--- config.mk ---
export PLATFORM = sky130hd
export DESIGN_NAME = fcfs_hold_arbiter_flat
export DESIGN_NICKNAME = d
export VERILOG_FILES = /design/src/rtl/fcfs_hold_arbiter_if.sv /design/src/rtl/fcfs_hold_arbiter.sv /design/src/flat_wrapper.sv
export SDC_FILE = /design/constraint.sdc
export NUM_CORES = 1
export LEC_CHECK = 0
export CORE_MARGIN = 3
export CORE_UTILIZATION = 43
export CTS_BUF_LIST = sky130_fd_sc_hd__clkbuf_4 sky130_fd_sc_hd__clkbuf_8
export DETAILED_ROUTE_END_ITERATION = 10
export HOLD_SLACK_MARGIN = 0.05
export PLACE_DENSITY_LB_ADDON = 0.08
export SYNTH_ARGS = -nofsm -noshare
export SYNTH_HDL_FRONTEND = slang
export SYNTH_SLANG_ARGS = --single-unit
--- constraint.sdc ---
create_clock -name clk -period 11.3 [get_ports clk]
set_input_delay 1.13 -clock clk [delete_from_list [all_inputs] [get_ports clk]]
set_output_delay 1.13 -clock clk [all_outputs]
set_load 0.03 [all_outputs]
--- src/rtl/fcfs_hold_arbiter_if.sv ---
// fcfs_hold_arbiter_if: request/grant bundle between requesters and the arbiter
interface fcfs_hold_arbiter_if;
    logic [3:0] req;
    logic [3:0] grant;
    logic [1:0] grant_id;
    logic       busy;
    logic       timeout;
    logic [2:0] q_count;
    modport master (output req, input grant, grant_id, busy, timeout, q_count);
    modport slave  (input req, output grant, grant_id, busy, timeout, q_count);
endinterface

--- src/rtl/fcfs_hold_arbiter.sv ---
// fcfs_hold_arbiter: four-way first-come-first-served arbiter with bounded hold and timeout re-queue
module fcfs_hold_arbiter #(
    parameter int MAX_HOLD = 8,
    parameter int HW       = 8
) (
    input  logic               clk,
    input  logic               rst_n,
    fcfs_hold_arbiter_if.slave bus
);
    typedef enum logic [1:0] {IDLE, GRANT, GAP} state_t;
    state_t        state_q, state_d;
    logic [3:0]    grant_q, grant_d;
    logic [1:0]    id_q, id_d;
    logic          busy_q, busy_d;
    logic          timeout_q, timeout_d;
    logic [HW-1:0] hold_q, hold_d;
    logic [3:0]    pend_q, pend_d;
    logic [2:0]    cnt_q, cnt_d;
    logic [1:0]    q_q [4];
    logic [1:0]    q_d [4];
    logic          pop, tpush;
    always_comb begin
        state_d   = state_q;
        grant_d   = grant_q;
        id_d      = id_q;
        hold_d    = hold_q;
        timeout_d = 1'b0;
        pend_d    = pend_q;
        pop       = 1'b0;
        tpush     = 1'b0;
        case (state_q)
            IDLE: if (cnt_q != 3'd0) begin
                pop = 1'b1;
                if (bus.req[q_q[0]]) begin
                    grant_d = 4'b0001 << q_q[0];
                    id_d    = q_q[0];
                    hold_d  = HW'(1);
                    state_d = GRANT;
                end else pend_d[q_q[0]] = 1'b0;
            end
            GRANT: if (!bus.req[id_q]) begin
                grant_d      = 4'b0000;
                id_d         = 2'd0;
                hold_d       = '0;
                pend_d[id_q] = 1'b0;
                state_d      = GAP;
            end else if (hold_q == HW'(MAX_HOLD)) begin
                grant_d   = 4'b0000;
                id_d      = 2'd0;
                hold_d    = '0;
                timeout_d = 1'b1;
                tpush     = 1'b1;
                state_d   = GAP;
            end else hold_d = hold_q + 1'b1;
            default: state_d = IDLE;
        endcase
        busy_d = |grant_d;
        q_d    = q_q;
        cnt_d  = cnt_q;
        if (pop) begin
            q_d[0] = q_q[1];
            q_d[1] = q_q[2];
            q_d[2] = q_q[3];
            q_d[3] = 2'd0;
            cnt_d  = cnt_q - 3'd1;
        end
        // the timed-out owner goes ahead of any same-edge newcomers
        if (tpush) begin
            q_d[cnt_d[1:0]] = id_q;
            cnt_d           = cnt_d + 3'd1;
        end
        for (int i = 0; i < 4; i++) begin
            if (bus.req[i] && !pend_q[i]) begin
                q_d[cnt_d[1:0]] = 2'(i);
                cnt_d           = cnt_d + 3'd1;
                pend_d[i]       = 1'b1;
            end
        end
    end
    always_ff @(posedge clk or negedge rst_n) begin
        if (!rst_n) begin
            state_q   <= IDLE;
            grant_q   <= '0;
            id_q      <= '0;
            busy_q    <= 1'b0;
            timeout_q <= 1'b0;
            hold_q    <= '0;
            pend_q    <= '0;
            cnt_q     <= '0;
            for (int i = 0; i < 4; i++) q_q[i] <= '0;
        end else begin
            state_q   <= state_d;
            grant_q   <= grant_d;
            id_q      <= id_d;
            busy_q    <= busy_d;
            timeout_q <= timeout_d;
            hold_q    <= hold_d;
            pend_q    <= pend_d;
            cnt_q     <= cnt_d;
            q_q       <= q_d;
        end
    end
    assign bus.grant    = grant_q;
    assign bus.grant_id = id_q;
    assign bus.busy     = busy_q;
    assign bus.timeout  = timeout_q;
    assign bus.q_count  = cnt_q;
endmodule

--- src/flat_wrapper.sv ---
// flat-port wrapper written by rule: the top's interface ports become plain ports
module fcfs_hold_arbiter_flat 
#(
    parameter int MAX_HOLD = 8,
    parameter int HW       = 8
)
  (clk, rst_n, bus_req, bus_grant, bus_grant_id, bus_busy, bus_timeout, bus_q_count);
  fcfs_hold_arbiter_if bus_i ();
  input  logic clk;
  input  logic rst_n;
  input wire logic [$bits(bus_i.req)-1:0] bus_req;
  output wire logic [$bits(bus_i.grant)-1:0] bus_grant;
  output wire logic [$bits(bus_i.grant_id)-1:0] bus_grant_id;
  output wire logic [$bits(bus_i.busy)-1:0] bus_busy;
  output wire logic [$bits(bus_i.timeout)-1:0] bus_timeout;
  output wire logic [$bits(bus_i.q_count)-1:0] bus_q_count;
  assign bus_i.req = bus_req;
  assign bus_grant = bus_i.grant;
  assign bus_grant_id = bus_i.grant_id;
  assign bus_busy = bus_i.busy;
  assign bus_timeout = bus_i.timeout;
  assign bus_q_count = bus_i.q_count;
  fcfs_hold_arbiter #(.MAX_HOLD(MAX_HOLD), .HW(HW)) u_core (.clk(clk), .rst_n(rst_n), .bus(bus_i));
endmodule
[Yosys cells after proc, flatten, opt, wreduce, memory -nomap -nowiden]
Index checks and enable logic that the tools add are counted.
Word-level totals
  flip-flop bits (word level): 33
  latch bits: 0
  bits in writable memories: 0
  memory bits (read-only): 0
  input port bits: 6
  output and inout bits: 11
  logic and storage cells: 166
  memories kept: 0
Cells by class
  $add $sub $neg: 7
  multiply operators: 0
  divide/modulo/power cells: 0
  magnitude comparators: 14
  equal/unequal tests: 17
  shift operators: 1
  mux-type cells: 64
  bitwise logic cells: 18
  reduce and logical (&&, ||, !) cells: 30
Operators with widths (count)
  8-bit two-way mux: 10
  4-bit two-way mux: 7
  3-bit inequality test, second input constant: 9
  2-bit two-way mux: 13
  2-bit demux with 2-bit select: 5
  4-bit AND reduction: 5
  3-bit two-way mux: 6
  4-bit bitwise AND: 4
  4-bit NOT: 4
  4-bit case mux with 2 select lines: 2
  8-bit case mux with 2 select lines: 1
  3-bit by 1-bit adder with 3-bit output, second input constant: 5
  3-bit greater-or-equal comparator, second input constant: 5
  3-bit by 1-bit < comparator with 1-bit output, second input constant: 5
  2-bit NOT with 3-bit output: 5
  3-bit nonzero test: 5
  1-bit two-way mux: 13
  3-bit by 1-bit inequality test with 1-bit output, second input constant: 4
  1-bit logical AND: 11
  8-bit by 1-bit adder with 8-bit output, second input constant: 1
  8-bit bitwise AND: 1
  8-bit bitwise mux: 1
  8-bit by 4-bit == test with 1-bit output, second input constant: 1
  8-bit NOT: 1
  16 further kinds: 27

[Logic depth before layout (Yosys ltp)]
Gate-level depths: netlist (run 1).
  depth in word-level cells: 20
  depth in mapped cells: 24
  gate-level depth less buffers: 22

[Worst setup path before layout (run 1)]
No wires, ideal clock.
  kind: input -> register
  from: in bus_req[3]
  to: reg u_core.cnt_q[2], in the netlist u_core.bus.q_count[2]
  library setup time: 128 ps
  arrival: 5063 ps
  data required time: 11172 ps
  slack: 6109 ps
  stages on the path: 20
  path buffers: 2
  cells stage by stage: mux4_2 > and4_4 > buf_6 > xnor3_2 > inv_1 > ha_1 > or3b_2 > o21a_1 > ha_1 > mux2i_1 > a31o_1 > or2_1 > clkbuf_1 > inv_1 > ha_1 > nand2_1 > xnor3_1 > xor2_1 > xnor2_1 > xnor2_1
On the way
  cells in the longest elaborated chain, start to end: 13
  elaborated cells between the ends (all ways): 14
  those cells by class: 4 x add/sub; 9 x mux; 1 x reduce/logical
Ends and longest elaborated chain
  from (decl): line flat_wrapper.sv:11  | input wire logic [$bits(bus_i.req)-1:0] bus_req;
  1-bit binary-select mux with 2-bit select (*): line fcfs_hold_arbiter.sv:41  | GRANT: if (!bus.req[id_q]) begin
  1-bit two-way mux (not written as such) (*): line fcfs_hold_arbiter.sv:41
  1-bit two-way mux (*) (2 in a row)
  via u_core.timeout_d: line fcfs_hold_arbiter.sv:15  | logic timeout_q, timeout_d;
  3-bit two-way mux (*): line fcfs_hold_arbiter.sv:68  | if (tpush) begin
  3-bit by 1-bit adder with 3-bit output: line fcfs_hold_arbiter.sv:75  | cnt_d = cnt_d + 3'd1;
  3-bit two-way mux (*): line fcfs_hold_arbiter.sv:73  | if (bus.req[i] && !pend_q[i]) begin
  3-bit by 1-bit adder with 3-bit output: line fcfs_hold_arbiter.sv:75
  3-bit two-way mux (*): line fcfs_hold_arbiter.sv:73
  3-bit by 1-bit adder with 3-bit output: line fcfs_hold_arbiter.sv:75
  3-bit two-way mux (*): line fcfs_hold_arbiter.sv:73
  3-bit by 1-bit adder with 3-bit output: line fcfs_hold_arbiter.sv:75
  3-bit two-way mux (*): line fcfs_hold_arbiter.sv:73
  via u_core.cnt_d[2]: line fcfs_hold_arbiter.sv:18  | logic [2:0] cnt_q, cnt_d;
  to (signal assigned): line fcfs_hold_arbiter.sv:99  | cnt_q <= cnt_d;
  to (decl): line fcfs_hold_arbiter.sv:18
The timed path passes the listed nets; every way through them passes the cells marked *. The select of a mux whose other input is x is not followed.
A chain may end at the register's enable or synchronous reset.

[Worst setup path in the final report (run 1)]
  from: in bus_req[3]
  to: reg u_core.cnt_q[2], in the netlist u_core.bus.q_count[2]
On the way
  cells in the longest elaborated chain, start to end: 13
  elaborated cells between the ends (all ways): 14
  those cells by class: 4 x add/sub; 9 x mux; 1 x reduce/logical
Ends and longest elaborated chain
  1-bit binary-select mux with 2-bit select: line fcfs_hold_arbiter.sv:41
  1-bit two-way mux (not written as such): line fcfs_hold_arbiter.sv:41
  1-bit two-way mux: line fcfs_hold_arbiter.sv:41
  1-bit two-way mux: line fcfs_hold_arbiter.sv:31  | case (state_q)
  3-bit two-way mux: line fcfs_hold_arbiter.sv:68
  3-bit by 1-bit adder with 3-bit output: line fcfs_hold_arbiter.sv:75
  3-bit two-way mux: line fcfs_hold_arbiter.sv:73
  3-bit by 1-bit adder with 3-bit output: line fcfs_hold_arbiter.sv:75
  3-bit two-way mux: line fcfs_hold_arbiter.sv:73
  3-bit by 1-bit adder with 3-bit output: line fcfs_hold_arbiter.sv:75
  3-bit two-way mux: line fcfs_hold_arbiter.sv:73
  3-bit by 1-bit adder with 3-bit output: line fcfs_hold_arbiter.sv:75
  3-bit two-way mux (*): line fcfs_hold_arbiter.sv:73
  via u_core.cnt_d[2]: line fcfs_hold_arbiter.sv:18
Marks and branches as above.

==> report_table.html, run 1 <==
<table>
<tr><th>Metric</th><th>Value</th></tr>
<tr><th colspan="2">Clocking</th></tr>
<tr><td>Post-CTS Repair Setup Buffers</td><td>0</td></tr>
<tr><td>CTS Root Cell</td><td>clkbuf_8</td></tr>
<tr><td>Post-cts sizing count</td><td>0</td></tr>
<tr><td>Clock tree from TritonCTS</td><td>built</td></tr>
<tr><td>Total number of clock tree sinks</td><td>33</td></tr>
<tr><td>Number of buffers created by CTS</td><td>5</td></tr>
<tr><td>Largest buffer count on any clock path</td><td>2</td></tr>
<tr><td>Deepest level of the CTS H-tree</td><td>2</td></tr>
<tr><td>Number of buffers inserted for hold repair after clock tree synthesis</td><td>0</td></tr>
<tr><td>Clock network latency to the later pin of the worst-skew pair</td><td>300 ps</td></tr>
<tr><td>Clock slew at the register clock pins of the worst setup and hold paths</td><td>around 80 ps</td></tr>
<tr><th colspan="2">Outcome</th></tr>
<tr><td>Outcome</td><td>finished, final reports clean</td></tr>
<tr><th colspan="2">Timing</th></tr>
<tr><td>Total setup violations reported at the end of the flow</td><td>0</td></tr>
<tr><td>Highest attainable clock frequency</td><td>178 MHz</td></tr>
<tr><td>Setup repair after global routing missed its margin</td><td>false</td></tr>
<tr><td>Shortest clock period the worst path allows after layout</td><td>5620 ps</td></tr>
<tr><td>Number of max-slew violations in the final report</td><td>0</td></tr>
<tr><td>Worst slew margin relative to its limit</td><td>38.4%</td></tr>
<tr><td>Final period util</td><td>49.7%</td></tr>
<tr><td>Post-Route Skew</td><td>7.88 ps</td></tr>
<tr><td>Hold Violations, Final</td><td>0</td></tr>
<tr><td>Slew of the pin with the lowest slew margin</td><td>~900 ps</td></tr>
<tr><td>Setup TNS Final</td><td>0 ps</td></tr>
<tr><td>Final WS setup</td><td>5680 ps</td></tr>
<tr><th colspan="2">Detailed routing</th></tr>
<tr><td>WL per Instance</td><td>16.7 µm</td></tr>
<tr><td>Avg Vias per Cell</td><td>5.64</td></tr>
<tr><td>Routed wire length</td><td>5910 µm</td></tr>
<tr><td>Detailed-route DRC error count</td><td>0</td></tr>
<tr><td>Iteration count of the initial detailed-routing pass</td><td>4</td></tr>
<tr><td>Violation count after the first detailed-routing iteration</td><td>112</td></tr>
<tr><td>Remaining number of nets flagged by the antenna check after routing</td><td>0</td></tr>
<tr><td>Total via count after detailed routing</td><td>between 1.5k and 2k</td></tr>
<tr><th colspan="2">Worst setup path</th></tr>
<tr><td>Worst r2r path cells</td><td>22</td></tr>
<tr><td>Crit Reg-Reg Startpoint</td><td>u_core.bus.q_count[1]</td></tr>
<tr><td>Setup crit end kind</td><td>flop</td></tr>
<tr><td>Crit path buf inv count</td><td>2</td></tr>
<tr><td>CP required</td><td>roughly 11000 ps</td></tr>
<tr><td>R2r endpoint</td><td>u_core.bus.q_count[2]</td></tr>
<tr><td>Slowest cell on crit path</td><td>mux4_2</td></tr>
<tr><td>Setup slack, reg-to-reg</td><td>5680 ps</td></tr>
<tr><td>Worst stage delay on the critical path</td><td>570 ps</td></tr>
<tr><td>Critical path startpoint category</td><td>input pin</td></tr>
<tr><td>Type of the worst setup path</td><td>in -&gt; reg</td></tr>
<tr><td>Maximum net fanout on the critical path</td><td>11</td></tr>
<tr><td>Most numerous cell on the critical path</td><td>ha_1</td></tr>
<tr><td>Family of cells with the greatest summed delay on the critical path</td><td>simple AND/OR/NAND/NOR gates</td></tr>
<tr><td>List of cells traversed by the critical path</td><td>clkdlybuf4s50_1, mux4_2, and4_4, o21ai_0, ha_1, or3b_2, o21a_1, ha_1, mux2i_1, a31o_1, or2_1, inv_1, ha_1, nand2_1, xnor3_1, xor2_1, xnor2_1, xnor2_1</td></tr>
<tr><td>CP arrival</td><td>about 5800 ps</td></tr>
<tr><th colspan="2">Final layout</th></tr>
<tr><td>Final net count</td><td>309</td></tr>
<tr><td>Diode count</td><td>0</td></tr>
<tr><td>Multi-input gate area in the final layout</td><td>1460 µm²</td></tr>
<tr><td>Fin cells</td><td>354</td></tr>
<tr><td>Share of cells above drive strength 1</td><td>between 9 and 10%</td></tr>
<tr><td>Final Core Density</td><td>51.9%</td></tr>
<tr><td>Total area of sequential cells</td><td>826 µm²</td></tr>
<tr><td>Count of fill cells added during filler insertion</td><td>approximately 510</td></tr>
<tr><td>Area overhead of the layout relative to synthesis</td><td>12.9%</td></tr>
<tr><th colspan="2">Yosys</th></tr>
<tr><td>Post-synthesis register bit count</td><td>33</td></tr>
<tr><td>Syn Nets</td><td>297</td></tr>
<tr><td>Cell area after synthesis</td><td>2420 µm²</td></tr>
<tr><td>Post-Syn Instances</td><td>271</td></tr>
<tr><td>Number of warning messages in the yosys log</td><td>0</td></tr>
<tr><td>Number of synthesized flops with an enable pin</td><td>0</td></tr>
<tr><td>Sequential share of the synthesized area</td><td>34.1%</td></tr>
<tr><td>Library cells used by synthesis</td><td>59</td></tr>
<tr><td>Top FF cell, synth</td><td>dfrtp_1</td></tr>
<tr><td>Share of async-settable or async-resettable flops after synthesis</td><td>100%</td></tr>
<tr><td>Avg Inst Size Synth</td><td>8.95 µm²</td></tr>
<tr><th colspan="2">Pwr</th></tr>
<tr><td>Power after layout</td><td>just under 0.0009 W</td></tr>
<tr><td>Peak supply drop</td><td>roughly 130 µV</td></tr>
<tr><td>LEAKAGE</td><td>1.24 nW</td></tr>
<tr><td>Pwr dens</td><td>around 330 nW/µm²</td></tr>
<tr><th colspan="2">Global route</th></tr>
<tr><td>Total routing resource utilization after global routing</td><td>20.1%</td></tr>
<tr><td>Via count of the first global-routing pass</td><td>1971</td></tr>
<tr><td>First-pass GRT wire length</td><td>between 10000 and 15000 µm</td></tr>
<tr><td>Number of antenna violations at the first check in global routing</td><td>0</td></tr>
<tr><td>Overflow left after global routing</td><td>0</td></tr>
<tr><td>Largest net degree at the start of global routing</td><td>34</td></tr>
<tr><th colspan="2">Placement</th></tr>
<tr><td>Post-DP HPWL</td><td>4300 µm</td></tr>
<tr><td>Pre-CTS setup slack</td><td>between 5000 and 6000 ps</td></tr>
<tr><td>Number of cells after detailed placement</td><td>346</td></tr>
<tr><td>Total of buffers placed on input and output ports</td><td>16</td></tr>
<tr><td>Global placer's final weighted congestion</td><td>around 0.84</td></tr>
<tr><th colspan="2">Floorplanning</th></tr>
<tr><td>Die span in y</td><td>81.1 µm</td></tr>
<tr><td>Die width</td><td>about 81 µm</td></tr>
<tr><td>Effective utilization at floorplan</td><td>46.0%</td></tr>
<tr><td>Core outline area</td><td>5270 µm²</td></tr>
<tr><td>Number of top-level design ports</td><td>17</td></tr>
<tr><td>Full die area</td><td>between 6000 and 7000 µm²</td></tr>
<tr><td>Std-Cell Rows</td><td>26</td></tr>
<tr><th colspan="2">Min path</th></tr>
<tr><td>Launch point of the worst hold path</td><td>u_core.pend_q[1]</td></tr>
<tr><td>End point of the most critical hold path</td><td>u_core.pend_q[1]</td></tr>
<tr><td>Hold path depth</td><td>1</td></tr>
<tr><td>Hold WC Path Type</td><td>reg -&gt; reg</td></tr>
<tr><th colspan="2">Flow run</th></tr>
<tr><td>Number of violations of the max-capacitance limit</td><td>0</td></tr>
</table>
-- kinds of logic (layout without fill, tap and decap cells) --
group	after synthesis	in the layout	share of synthesized area (%)
AO/OA/AOI/OAI	46	46	13.1
XOR/XNOR	13	13	5.88
adder cells (fa/ha/maj)	20	20	10.3
buffers and inverters	31	44	5.62
flip-flops	33	33	34.1
multiplexers	9	9	5.06
AND/OR/NAND/NOR	119	119	26.0
-- worst reg2reg max path: cells and delay by family (launching register included) --
kind | cells | cell delay [ps]
adders and majority gates | 5 | 1360
AOI/OAI and AO/OA | 3 | 480
DFF | 1 | 450
buffers and inverters | 2 | 180
and+or+nand+nor | 6 | 1780
xor gates and xnor gates | 5 | 1100
muxes | 1 | 150
-- worst max-delay path by stage --
stage | to | slack (ps) | cells after the start | start
2_1_floorplan | u_core.bus.q_count[2] | 6110 | 20 | bus_req[3]
3_3_place_gp | u_core.bus.q_count[2] | 5530 | 18 | bus_req[3]
3_5_place_dp | u_core.bus.q_count[2] | 5390 | 18 | bus_req[3]
4_1_cts | u_core.bus.q_count[2] | 5690 | 18 | bus_req[3]
5_1_grt | u_core.bus.q_count[2] | 5320 | 22 | u_core.bus.q_count[1]
6_report | u_core.bus.q_count[2] | 5680 | 18 | bus_req[3]
-- stage by stage --
stage / hold slack [ps] / cell area [µm²]
3_3_place_gp: 489 / 2620
4_1_cts: 497 / 2740
3_5_place_dp: 485 / 2620
2_1_floorplan: 450 / 2420
5_1_grt: 518 / 2740
6_report: 504 / 2740
-- final cells by class --
| type | instances | share of cell area, % |
|---|---|---|
| Tap cell | 70 | 3.20 |
| Sequential cell | 33 | 30.2 |
| Multi-Input combinational cell | 207 | 53.4 |
| Inverter | 17 | 2.33 |
| Timing Repair Buffer | 19 | 6.67 |
| Clock buffer | 5 | 2.51 |
| Clock inverter | 3 | 1.69 |
-- cell usage after synthesis (3+ instances only) --
cell / n / area share, %
a21o_1: 4 / 1.2
a31oi_1: 3 / 0.77
and2_1: 3 / 0.77
clkbuf_1: 8 / 1.2
dfrtp_1: 33 / 34
ha_1: 20 / 10
inv_1: 17 / 2.6
mux2_2: 3 / 1.4
mux2i_1: 3 / 1.2
nand2_1: 42 / 6.5
nand2b_1: 5 / 1.3
nand3_1: 15 / 3.1
nand4_1: 10 / 2.6
nor2_1: 11 / 1.7
nor2b_1: 7 / 1.8
nor3_1: 3 / 0.62
nor4_1: 4 / 1.0
o2111ai_1: 3 / 1.1
o21ai_0: 15 / 3.1
o31ai_1: 3 / 0.93
xnor2_1: 7 / 2.5
xor2_1: 4 / 1.4
-- registers in the layout, indices dropped and copies added, names as in the netlist --
register	cells
u_core.bus.busy	1
u_core.bus.grant	4
u_core.bus.grant_id	2
u_core.bus.q_count	3
u_core.bus.timeout	1
u_core.hold_q	8
u_core.pend_q	4
u_core.q_q	8
u_core.state_q	2
-- layout by cell type (no fill, tap or decap), drive strengths merged, types with 3 or more instances in the layout --
master / synthesis / final
nand2: 42 / 42
dfrtp: 33 / 33
ha: 20 / 20
inv: 17 / 17
clkdlybuf4s50: 0 / 16
o21ai: 16 / 16
nand3: 15 / 15
nor2: 11 / 11
nand4: 10 / 10
nor2b: 7 / 7
xnor2: 7 / 7
nand2b: 5 / 5
clkbuf: 9 / 5
nor4: 5 / 5
xor2: 4 / 4
a21o: 4 / 4
mux2i: 4 / 4
nor3: 4 / 4
and2: 3 / 3
o31ai: 3 / 3
mux2: 3 / 3
o2111ai: 3 / 3
a31oi: 3 / 3
buf: 5 / 3
a31o: 3 / 3
-- per-layer routing --
metal / wire length, µm / global-route usage (%)
met4: 46 / 4.56
met5: 0 / 0
met2: 2660 / 31.2
met1: 2960 / 28.4
met3: 241 / 4.66
-- where the power goes --
group | internal [W] | total, W | switching, W
combinational | 0.000235 | 0.000571 | 0.000337
sequential | 0.000156 | 0.000204 | 0.0000479
clock | 0.0000660 | 0.000117 | 0.0000509
Note: power is estimated with default switching activity, not from simulation.
==> inputs of run 2 (changes only) <==
==> constraint.sdc (replaced) <==
create_clock -name clk -period 5.5 [get_ports clk]
set_input_delay 0.55 -clock clk [delete_from_list [all_inputs] [get_ports clk]]
set_output_delay 0.55 -clock clk [all_outputs]
set_load 0.03 [all_outputs]
==> report_table.html, run 2 (same netlist as run 1, synthesis figures left out) <==
<table>
<tr><th>Metric</th><th>Value</th></tr>
<tr><th colspan="2">Outcome</th></tr>
<tr><td>Outcome</td><td>finished, final reports clean</td></tr>
<tr><th colspan="2">Final layout</th></tr>
<tr><td>Commonest non-fill, non-tap cells in the layout</td><td>nand2_1, dfrtp_1, ha_1</td></tr>
<tr><td>Commonest non-fill, non-tap cell in the layout</td><td>nand2_1</td></tr>
<tr><td>Post-route cell area</td><td>2770 µm²</td></tr>
<tr><td>Share of cells above drive strength 1</td><td>10.4%</td></tr>
<tr><td>Final net count</td><td>313</td></tr>
<tr><td>Count of fill cells added during filler insertion</td><td>roughly 490</td></tr>
<tr><td>Multi-input gate area in the final layout</td><td>roughly 1500 µm²</td></tr>
<tr><td>Diode count</td><td>0</td></tr>
<tr><td>Area overhead of the layout relative to synthesis</td><td>14.3%</td></tr>
<tr><td>Largest registers</td><td>u_core.hold_q: 8 flops, u_core.q_q: 8 flops</td></tr>
<tr><td>Total area of sequential cells</td><td>~830 µm²</td></tr>
<tr><th colspan="2">Timing</th></tr>
<tr><td>Hold Violations, Final</td><td>0</td></tr>
<tr><td>Setup TNS Final</td><td>0 ps</td></tr>
<tr><td>Number of max-slew violations in the final report</td><td>0</td></tr>
<tr><td>Final period util</td><td>91.0%</td></tr>
<tr><td>Setup repair after global routing missed its margin</td><td>false</td></tr>
<tr><td>Worst slew margin relative to its limit</td><td>52.5%</td></tr>
<tr><td>Total setup violations reported at the end of the flow</td><td>0</td></tr>
<tr><td>Shortest clock period the worst path allows after layout</td><td>5010 ps</td></tr>
<tr><td>Final worst hold slack</td><td>496 ps</td></tr>
<tr><td>Post-Route Skew</td><td>11.1 ps</td></tr>
<tr><td>Highest attainable clock frequency</td><td>200 MHz</td></tr>
<tr><td>Slew of the pin with the lowest slew margin</td><td>695 ps</td></tr>
<tr><th colspan="2">Clocking</th></tr>
<tr><td>CTS Root Cell</td><td>clkbuf_8</td></tr>
<tr><td>Clock network latency to the later pin of the worst-skew pair</td><td>290 ps</td></tr>
<tr><td>Post-CTS Repair Setup Buffers</td><td>0</td></tr>
<tr><td>Total number of clock tree sinks</td><td>33</td></tr>
<tr><td>Clock tree from TritonCTS</td><td>built</td></tr>
<tr><td>Number of buffers inserted for hold repair after clock tree synthesis</td><td>0</td></tr>
<tr><td>Post-cts sizing count</td><td>0</td></tr>
<tr><td>Clock slew at the register clock pins of the worst setup and hold paths</td><td>70 ps</td></tr>
<tr><td>Number of buffers created by CTS</td><td>5</td></tr>
<tr><td>Largest buffer count on any clock path</td><td>2</td></tr>
<tr><td>Deepest level of the CTS H-tree</td><td>2</td></tr>
<tr><th colspan="2">Worst setup path</th></tr>
<tr><td>Setup crit end kind</td><td>flop</td></tr>
<tr><td>Critical path startpoint category</td><td>flop</td></tr>
<tr><td>Maximum net fanout on the critical path</td><td>7</td></tr>
<tr><td>Type of the worst setup path</td><td>reg -&gt; reg</td></tr>
<tr><td>CP required</td><td>5660 ps</td></tr>
<tr><td>CP arrival</td><td>5170 ps</td></tr>
<tr><td>Setup slack, reg-to-reg</td><td>around 490 ps</td></tr>
<tr><th colspan="2">Global route</th></tr>
<tr><td>Total routing resource utilization after global routing</td><td>19.1%</td></tr>
<tr><td>Met1 track demand over resource in global routing</td><td>around 28%</td></tr>
<tr><td>Overflow left after global routing</td><td>0</td></tr>
<tr><td>Met2 track demand over resource</td><td>around 30%</td></tr>
<tr><td>First-pass GRT wire length</td><td>9580 µm</td></tr>
<tr><td>Largest net degree at the start of global routing</td><td>34</td></tr>
<tr><td>Via count of the first global-routing pass</td><td>1926</td></tr>
<tr><td>GR Layer Usage met3</td><td>3.33%</td></tr>
<tr><td>GRT Max-Usage Layer</td><td>met2</td></tr>
<tr><td>Number of antenna violations at the first check in global routing</td><td>0</td></tr>
<tr><th colspan="2">Detailed routing</th></tr>
<tr><td>Routed wire length</td><td>around 5600 µm</td></tr>
<tr><td>Total via count after detailed routing</td><td>around 2.0k</td></tr>
<tr><td>WL per Instance</td><td>15.6 µm</td></tr>
<tr><td>Violation count after the first detailed-routing iteration</td><td>120</td></tr>
<tr><td>Avg Vias per Cell</td><td>5.53</td></tr>
<tr><td>Iteration count of the initial detailed-routing pass</td><td>4</td></tr>
<tr><td>Detailed-route DRC error count</td><td>0</td></tr>
<tr><td>Remaining number of nets flagged by the antenna check after routing</td><td>0</td></tr>
<tr><th colspan="2">Floorplanning</th></tr>
<tr><td>Full die area</td><td>6580 µm²</td></tr>
<tr><td>Core outline area</td><td>5270 µm²</td></tr>
<tr><td>Std-Cell Rows</td><td>26</td></tr>
<tr><td>Effective utilization at floorplan</td><td>46.0%</td></tr>
<tr><td>Die span in y</td><td>81.1 µm</td></tr>
<tr><td>Number of top-level design ports</td><td>17</td></tr>
<tr><td>Die width</td><td>81.1 µm</td></tr>
<tr><th colspan="2">Placement</th></tr>
<tr><td>Cell area after placement</td><td>2650 µm²</td></tr>
<tr><td>Post-DP HPWL</td><td>approximately 4300 µm</td></tr>
<tr><td>Total of buffers placed on input and output ports</td><td>16</td></tr>
<tr><td>Global placer's final weighted congestion</td><td>0.874</td></tr>
<tr><th colspan="2">Flow run</th></tr>
<tr><td>Number of violations of the max-capacitance limit</td><td>0</td></tr>
<tr><th colspan="2">Pwr</th></tr>
<tr><td>Peak supply drop</td><td>242 µV</td></tr>
<tr><td>Pwr dens</td><td>665 nW/µm²</td></tr>
<tr><td>LEAKAGE</td><td>around 1.3 nW</td></tr>
<tr><td>Power after layout</td><td>0.00184 W</td></tr>
<tr><th colspan="2">Min path</th></tr>
<tr><td>Hold WC Path Type</td><td>reg -&gt; reg</td></tr>
</table>
run 2: critical path, cell delays in order, from the launching register on:
cell and delay, ps:
dfrtp_1 410, inv_1 130, ha_1 170, nor2b_1 300
nor3_2 90, xnor2_1 290, ha_1 310, nand2_1 60
o21ai_0 170, ha_1 320, or3b_2 460, o21a_1 150
ha_1 270, mux2i_1 140, a31o_1 140, or2_1 240
inv_1 90, ha_1 190, nand2_1 110, xnor3_1 420
xor2_1 160, xnor2_1 140, xnor2_1 130
run 2: metal layers:
| layer | vias up | wire length, µm |
|---|---|---|
| met5 | - | 0 |
| met1 | 940 | 2800 |
| met4 | 0 | 54 |
| met3 | 7 | 266 |
| met2 | 45 | 2480 |
| li1 | 988 | - |
run 2: stage by stage:
stage	instances	util, %	setup slack, ps
after floorplan	271	-	437
after global placement	350	50.3	306
after detailed placement	350	50.3	230
after CTS	358	52.6	475
after global routing	358	52.6	70.7
final	358	52.6	494
run 2: power by group:
| group | leakage [nW] | internal, W | switching, W | total [W] |
|---|---|---|---|---|
| clock network | 0.0619 | 0.000153 | 0.0000933 | 0.000246 |
| logic | 0.782 | 0.000499 | 0.000697 | 0.00120 |
| registers | 0.422 | 0.000321 | 0.0000815 | 0.000403 |
| total | 1.27 | 0.000973 | 0.000871 | 0.00184 |
run 2: layout make-up:
class,instances,share of cell area [%]
multi-input cells,207,52.8
flip-flops and latches,33,29.8
repair buffers,23,7.67
clock buffers,7,3.25
well taps,70,3.16
inverters,17,2.30
clock inverters,1,1.08
run 2: path summary, 6_finish.rpt:
path / from / cells after the start / endpoint
worst max-delay path: u_core.bus.q_count[0] / 22 / u_core.bus.q_count[2]
worst min-delay path: u_core.pend_q[1] / 1 / u_core.pend_q[1]
worst max register to register: u_core.bus.q_count[0] / 22 / u_core.bus.q_count[2]
worst min register to register: u_core.pend_q[1] / 1 / u_core.pend_q[1]
max in group asynchronous: rst_n / 2 / u_core.q_q[6]
min in group asynchronous: rst_n / 2 / u_core.hold_q[6]
